`config.mk`:
```
export PLATFORM = sky130hd
export DESIGN_NAME = uart_tx_drain
export DESIGN_NICKNAME = d
export VERILOG_FILES = /design/src/rtl/uart_tx_drain.sv
export SDC_FILE = /design/constraint.sdc
export NUM_CORES = 1
export LEC_CHECK = 0
export ABC_AREA = 1
export CORE_MARGIN = 3
export CORE_UTILIZATION = 55
export DETAILED_ROUTE_END_ITERATION = 10
export GPL_TIMING_DRIVEN = 0
export PLACE_DENSITY = 0.78
export RECOVER_POWER = 100
export REMOVE_ABC_BUFFERS = 1
export SYNTH_ARGS = -nofsm -noshare
export SYNTH_HDL_FRONTEND = slang
export SYNTH_SLANG_ARGS = --single-unit
```
`constraint.sdc`:
```
create_clock -name clk_i -period 1.65 [get_ports clk_i]
set_input_delay 0.165 -clock clk_i [delete_from_list [all_inputs] [get_ports clk_i]]
set_output_delay 0.165 -clock clk_i [all_outputs]
set_load 0.03 [all_outputs]
```
`src/rtl/uart_tx_drain.sv`:
```
// uart_tx_drain: UART transmitter that pops bytes from an upstream FIFO and
// sends each one as start bit, Width data bits LSB first, one stop bit.
//
//   state | meaning
//   ------+---------------------------------------------------------------
//   IDLE  | line high, not busy; pops as soon as the FIFO reports data
//   FETCH | one cycle: capture the FIFO read data, drive the start bit next
//   START | start bit (low) for ClksPerBit cycles
//   DATA  | data bits, LSB first, ClksPerBit cycles each
//   STOP  | stop bit (high); final cycle may pop the next word back-to-back
module uart_tx_drain #(
  parameter int Width      = 8,
  parameter int ClksPerBit = 104
) (
  input  logic             clk_i,
  input  logic             rst_i,
  input  logic             fifo_read_valid_i,
  output logic             fifo_read_req_o,
  input  logic [Width-1:0] fifo_data_i,
  output logic             tx_o,
  output logic             busy_o
);

  localparam int CntW = (ClksPerBit > 1) ? $clog2(ClksPerBit) : 1;
  localparam int BitW = (Width > 1) ? $clog2(Width) : 1;
  localparam logic [CntW-1:0] CntLast = CntW'(ClksPerBit - 1);
  localparam logic [BitW-1:0] BitLast = BitW'(Width - 1);

  typedef enum logic [2:0] {
    ST_IDLE,
    ST_FETCH,
    ST_START,
    ST_DATA,
    ST_STOP
  } state_t;

  state_t          state_q;
  logic [CntW-1:0] clk_cnt_q;
  logic [BitW-1:0] bit_idx_q;
  logic [Width-1:0] shift_q;
  logic [Width-1:0] shift_next;
  logic            tx_q;
  logic            busy_q;
  logic            bit_done;
  logic            pop;

  // Last cycle of the current serial bit.
  assign bit_done   = (clk_cnt_q == CntLast);
  assign shift_next = shift_q >> 1;

  // Pop request: only when idle or on the final stop cycle, never in reset.
  always_comb begin
    pop = 1'b0;
    if (!rst_i) begin
      case (state_q)
        ST_IDLE: pop = fifo_read_valid_i;
        ST_STOP: pop = bit_done & fifo_read_valid_i;
        default: pop = 1'b0;
      endcase
    end
  end

  assign fifo_read_req_o = pop;
  assign tx_o            = tx_q;
  assign busy_o          = busy_q;

  // Frame sequencer: state, bit timing, shift register and registered outputs.
  always_ff @(posedge clk_i or posedge rst_i) begin
    if (rst_i) begin
      state_q   <= ST_IDLE;
      clk_cnt_q <= '0;
      bit_idx_q <= '0;
      shift_q   <= '0;
      tx_q      <= 1'b1;
      busy_q    <= 1'b0;
    end else begin
      case (state_q)
        ST_IDLE: begin
          tx_q      <= 1'b1;
          clk_cnt_q <= '0;
          bit_idx_q <= '0;
          if (pop) begin
            state_q <= ST_FETCH;
            busy_q  <= 1'b1;
          end else begin
            busy_q  <= 1'b0;
          end
        end

        // FIFO read data is only valid here, the cycle after the pop.
        ST_FETCH: begin
          shift_q   <= fifo_data_i;
          tx_q      <= 1'b0;
          clk_cnt_q <= '0;
          bit_idx_q <= '0;
          state_q   <= ST_START;
        end

        ST_START: begin
          if (bit_done) begin
            tx_q      <= shift_q[0];
            clk_cnt_q <= '0;
            state_q   <= ST_DATA;
          end else begin
            clk_cnt_q <= clk_cnt_q + 1'b1;
          end
        end

        ST_DATA: begin
          if (bit_done) begin
            clk_cnt_q <= '0;
            if (bit_idx_q == BitLast) begin
              tx_q    <= 1'b1;
              state_q <= ST_STOP;
            end else begin
              bit_idx_q <= bit_idx_q + 1'b1;
              shift_q   <= shift_next;
              tx_q      <= shift_next[0];
            end
          end else begin
            clk_cnt_q <= clk_cnt_q + 1'b1;
          end
        end

        // Line stays high into FETCH on a back-to-back pop.
        ST_STOP: begin
          if (bit_done) begin
            clk_cnt_q <= '0;
            bit_idx_q <= '0;
            if (pop) begin
              state_q <= ST_FETCH;
            end else begin
              state_q <= ST_IDLE;
              busy_q  <= 1'b0;
            end
          end else begin
            clk_cnt_q <= clk_cnt_q + 1'b1;
          end
        end

        default: begin
          state_q   <= ST_IDLE;
          clk_cnt_q <= '0;
          bit_idx_q <= '0;
          tx_q      <= 1'b1;
          busy_q    <= 1'b0;
        end
      endcase
    end
  end

endmodule

```
==> impl_metrics.toml, run 1 <==
[placed_design]
place_congestion = 0.8192
dp_slack_ps = -1041
hpwl_um = 1818
port_buffers = 13

[worst_setup_path]
crit_fanout = 3
rr_endpoint = "state_q[0]"
r2r_cells = 8
crit_buf_inv = 1
start_kind = "flop"
critPathTopFamily = "flip-flops"
r2r-start = "bit_idx_q[0]"
slowest_delay_ps = 390
cp-end-kind = "output pin"
worstPathRequired_ps = 1480
path_cells = "ha_2 -> nand2_2 -> nor2_4 -> nand2_4 -> a21boi_2 -> buf_6"
worstSetupPathType = "reg2out"
critPathArrivalTime_ps = 1480
crit_path_top_delay_cell = "dfrtp_1"
rrSetupSlack_ps = 50

[pwr]
ir_worst_vdd_mv = 0.4877
seqPwrFrac_pct = 64.2
powerDensity_mw_per_mm2 = 566.7
net-switching-power_w = 0.0001935
netSwitchingFraction_pct = 22.02
p_int_w = 0.0006851
p_leak_nw = 0.7663
pwr-share-comb_pct = 5.6
power.share.clock_pct = 30.2

[global_route]
use_met2_pct = 39.64
antenna_found_initial = 0
grt_pass1_wl_um = 4629
grt_max_degree = 16
top_usage_layer = "met2"
met1_usage_pct = 25.00
grt_pass1_vias = 1133
grt-ovfl-total = 0
groute.usage.overall_pct = 22.04
use_met3_pct = 2.452

[cts]
cts_tree = "built"
clockBufferDepth = 2
clock_latency_ps = 310
cts_root_buf = "clkbuf_4"
htree_levels = 1
cts_buffers = 3
clock_sinks = 23
path_clk_slew_ps = 120

[sta]
setup_ws_ps = 3.849
slew_violations = 0
whs_ps = 364.1
worst_pin_slew_ps = 630.7
finClkSkew_ps = 3.180
hold_viol = 0
period_minus_slack_ps = 1646
setup_viol = 0
rsz0062_at_grt = "true"
finalCritPeriodShare_pct = 99.77
fmax_mhz = 607.5
max_slew_margin_pct = 57.95

[routing]
ant_nets = 0
drtPass1Iterations = 4
vias_per_cell = 5.117
wirelength_um = 2700
vias = 1090
wire_per_inst_um = 12.68
drc = 0
drt_iter0_drc = 22

[synth]
yosysWarnings = 0
ys_seq_area_share_pct = 44.67
synth_area_leaders = "dfrtp_1, nand2_1, inv_1"
yosysTopAreaCell = "dfrtp_1"
syn_inst = 161
syn-cell-area_mm2 = 0.001291
ys.flop_type = "dfrtp_1"
synth_top_area_share_pct = 42.64
synthDistinctLibCells = 27
yosysMostFrequentCell = "nand2_1"
synth_common_cells = "nand2_1, dfrtp_1, inv_1, nor2_1, nand3_1"
syn_avg_cell_area_um2 = 8.020
synth_edf_count = 0
ys_seq_elements = 23
async_flop_share_pct = 100.0

[finish]
drive_gt1_share_pct = 21.51
diodes = 0
syn2layout_area_growth_pct = 20.06
final_nets = 201
fillCellCount = 163

[status]
status = "completed"

[die]
pin_count = 14
dieHeight_um = 54.46
fp.dieW_um = 54.46
dieArea_mm2 = 0.002965
start_util_pct = 62.02
rows = 16
core-area_mm2 = 0.002082

[job]
maxCapViolations = 0

[min_path]
min_path_type = "in2async"
through the flow:
step	cell area [µm²]	total power, W	utilization, %	TNS, ps	cells
final	1550	0.0008786	74.46	0	213
after global routing	1550	0.0009107	74.46	-180.3	213
after CTS	1519	0.0008948	72.96	-7.583	209
after detailed placement	1433	0.0006210	68.81	-2650	199
after global placement	1433	0.0006197	68.81	-2387	199
after floorplan	1269	0.0005932	-	-248.9	159
sequential cells by signal, indices dropped and copies added, names as in the netlist:
name and flops:
tx_o 1, busy_o 1, clk_cnt_q 7, shift_q 8, bit_idx_q 3, state_q 3
power groups by stage:
| stage | combinational [W] | sequential, W | clock [W] |
|---|---|---|---|
| 6_report | 0.0000496 | 0.000564 | 0.000265 |
| 5_1_grt | 0.0000550 | 0.000564 | 0.000292 |
| 4_1_cts | 0.0000525 | 0.000564 | 0.000279 |
| 3_5_place_dp | 0.0000466 | 0.000574 | 0 |
| 3_3_place_gp | 0.0000454 | 0.000574 | 0 |
| 2_1_floorplan | 0.0000188 | 0.000574 | 0 |
worst reg2reg max path, cell delays in order (launching register included):
cell	delay [ps]
dfrtp_1	420
ha_1	210
ha_1	230
nor3_2	270
nor2_1	100
nand3_2	130
inv_1	50
nand2_1	60
nand2_1	50
cell families (layout without fill, tap and decap cells):
| kind of cell | Yosys count | after routing | synth area share, % |
|---|---|---|---|
| buffers and inverters | 25 | 50 | 8.624 |
| AND/OR/NAND/NOR | 83 | 83 | 28.88 |
| adder cells (fa/ha/maj) | 3 | 3 | 2.907 |
| AO/OA/AOI/OAI | 25 | 25 | 13.57 |
| XOR/XNOR | 2 | 2 | 1.357 |
| flip-flops | 23 | 23 | 44.67 |
how the worst max path moves through the flow:
| stage | from | end | slack, ps | cells past startpoint |
|---|---|---|---|---|
| 6_report | clk_cnt_q[1] | fifo_read_req_o | 4 | 6 |
| 5_1_grt | clk_cnt_q[1] | fifo_read_req_o | -50 | 6 |
| 4_1_cts | clk_cnt_q[0] | fifo_read_req_o | -8 | 6 |
| 3_5_place_dp | rst_i | fifo_read_req_o | -1040 | 6 |
| 3_3_place_gp | rst_i | fifo_read_req_o | -980 | 6 |
| 2_1_floorplan | rst_i | fifo_read_req_o | -250 | 4 |
routing by layer:
layer  part of all wire, %  vias up
li1                      -      565
met1                    43      496
met2                    51       23
met3                   3.4        6
met4                   2.6        0
met5                     0        -
cell type report:
class,count,area (µm²),share of cell area (%)
clock buffer,4,26.28,1.695
timing repair inverter,1,5.005,0.3228
sequential,23,578.1,37.29
timing repair buffer,22,197.7,12.75
tap,27,33.78,2.179
multi-input combinational,113,619.3,39.95
inverter,23,90.09,5.811
what timing repair did:
action	4_1_cts	5_1_grt
setup buffers	5	4
endpoints found under the setup margin	13	4
cloned	1	0
pin swaps	0	2
gates resized for setup	15	3
hold buffers	0	0
layout by cell type (no fill, tap or decap), types with 2 or more instances in the layout:
cell type and instances:
nand2_2 5, clkdlybuf4s50_1 10, ha_1 2, clkbuf_4 3
clkinvlp_2 2, o21ai_2 7, nor2_4 2, nor3_1 3
nor2_1 16, buf_6 2, buf_4 7, nand2_1 41
dfrtp_1 21, clkbuf_1 2, nand3_1 10, nand4_1 2
inv_1 20, o21ai_1 6, o21ai_0 6
(Power assumes the default switching activity.)
==> run 2: changes to the inputs <==
- PLACE_DENSITY: 0.78 -> 0.74
==> impl_metrics.toml, run 2 (same netlist as run 1, synthesis figures left out) <==
[status]
status = "completed"

[placed_design]
hpwl_um = 1730
place_congestion = 0.9244
placed_cells = 199
dpl_cell_area_mm2 = 0.001433
dp_slack_ps = -1063
port_buffers = 13

[sta]
setup_ws_ps = 38.54
worst_pin_slew_ps = 530.0
max_slew_margin_pct = 64.47
slew_violations = 0
setup_viol = 0
period_minus_slack_ps = 1611
fmax_mhz = 620.6
whs_ps = 116.6
finClkSkew_ps = 1.931
hold_viol = 0
finalCritPeriodShare_pct = 97.66
rsz0062_at_grt = "true"

[routing]
drtPass1Iterations = 4
vias = 1054
wirelength_um = 2473
drc = 0
drt_iter0_drc = 41
vias_per_cell = 4.948
wire_per_inst_um = 11.61
ant_nets = 0

[job]
maxCapViolations = 0

[finish]
diodes = 0
top_register = "shift_q"
layout_common_cells = "nand2_1, dfrtp_1, inv_1, nor2_1, clkdlybuf4s50_1"
final_common_cell = "nand2_1"
syn2layout_area_growth_pct = 22.09
fillCellCount = 151
largest_register_ffs = 8
drive_gt1_share_pct = 21.51
final_area_mm2 = 0.001577
reg.largest.list = "shift_q x8, clk_cnt_q x7"
fin_cells = 213
final_nets = 201

[pwr]
ir_worst_vdd_mv = 0.4746
seqPwrFrac_pct = 63.9
powerDensity_mw_per_mm2 = 559.6
net-switching-power_w = 0.0001972
p_int_w = 0.0006851
p_leak_nw = 0.7846
power.share.clock_pct = 30.0
netSwitchingFraction_pct = 22.35
pwr-share-comb_pct = 6.1

[cts]
cts_root_buf = "clkbuf_4"
hold_buffers = 0
clock_sinks = 23
cts_tree = "built"
cts_buffers = 3
clockBufferDepth = 2
clock_latency_ps = 310
path_clk_slew_ps = 130
htree_levels = 1

[die]
dieHeight_um = 54.46
rows = 16
dieArea_mm2 = 0.002965
start_util_pct = 62.02
core-area_mm2 = 0.002082
pin_count = 14
fp.dieW_um = 54.46

[worst_setup_path]
critPathArrivalTime_ps = 1450
crit_fanout = 6
start_kind = "flop"
slowest_delay_ps = 470
worstSetupPathType = "reg2out"
path_cells = "inv_1 -> nand2_1 -> nor2_2 -> a21boi_1 -> buf_4"
cp-end-kind = "output pin"
critPathTopFamily = "flip-flops"
crit_buf_inv = 2
crit_path_top_delay_cell = "dfrtp_1"
worstPathRequired_ps = 1480

[global_route]
grt_pass1_wl_um = 4174
grt_pass1_vias = 971
groute.usage.overall_pct = 19.52
grt-ovfl-total = 0
grt_max_degree = 16
antenna_found_initial = 0

[min_path]
min_path_type = "in2async"
-- run 2: area by class of cell --
type / count / area [µm²] / area share [%]
inverters: 23 / 92.59 / 5.873
multi-input cells: 113 / 641.9 / 40.71
flip-flops and latches: 23 / 576.8 / 36.59
repair inverters: 1 / 5.005 / 0.3175
clock buffers: 3 / 22.52 / 1.429
repair buffers: 22 / 198.9 / 12.62
clock inverters: 1 / 5.005 / 0.3175
well taps: 27 / 33.78 / 2.143
-- run 2: worst paths after layout --
kind	startpoint	to	depth (start not counted)	slack, ps
hold reg to reg	bit_idx_q[1]	bit_idx_q[1]	2	500
hold / removal	rst_i	bit_idx_q[1]	2	120
max in group asynchronous	rst_i	tx_o	3	1030
setup reg to reg	bit_idx_q[0]	shift_q[1]	8	130
min in group clk_i	fifo_data_i[7]	shift_q[7]	3	410
setup / recovery	state_q[0]	fifo_read_req_o	5	40
-- run 2: timing repair --
| item | CTS | global route |
|---|---|---|
| pin swaps | 0 | 1 |
| gates resized for setup | 15 | 4 |
| cloned | 1 | 0 |
| endpoints found under the setup margin | 13 | 3 |
| buffers inserted | 2 | 7 |
-- run 2: metal layers --
layer  vias up  share of wire, %  track usage, %
met5         -                 0               0
met4         0               1.1           5.394
met3         4               3.5           2.725
met2        19                46           33.86
met1       467                49           25.22
li1        564                 -               -
-- run 2: per-stage QoR --
stage,util [%],power (W),TNS [ps]
3_3_place_gp,68.81,0.0006200,-2523
6_report,75.72,0.0008822,0
5_1_grt,75.72,0.0009196,-36.96
3_5_place_dp,68.81,0.0006204,-2911
4_1_cts,72.42,0.0008849,-53.40
2_1_floorplan,-,0.0005932,-248.9
-- run 2: power by group through the flow --
stage	Sequential, W	Combinational, W	Clock (W)
final	0.000564	0.0000541	0.000264
after global routing	0.000564	0.0000596	0.000296
after CTS	0.000564	0.0000497	0.000271
after detailed placement	0.000574	0.0000460	0
after global placement	0.000574	0.0000456	0
after floorplan	0.000574	0.0000188	0
-- run 2: worst register-to-register path: stages, from the launching register on --
cell and delay, ps:
dfrtp_1 420, ha_1 210, ha_2 200, nand2_2 110, nand2_2 70, a21oi_4 130, buf_12 160, nor2_1 50
a21oi_2 100
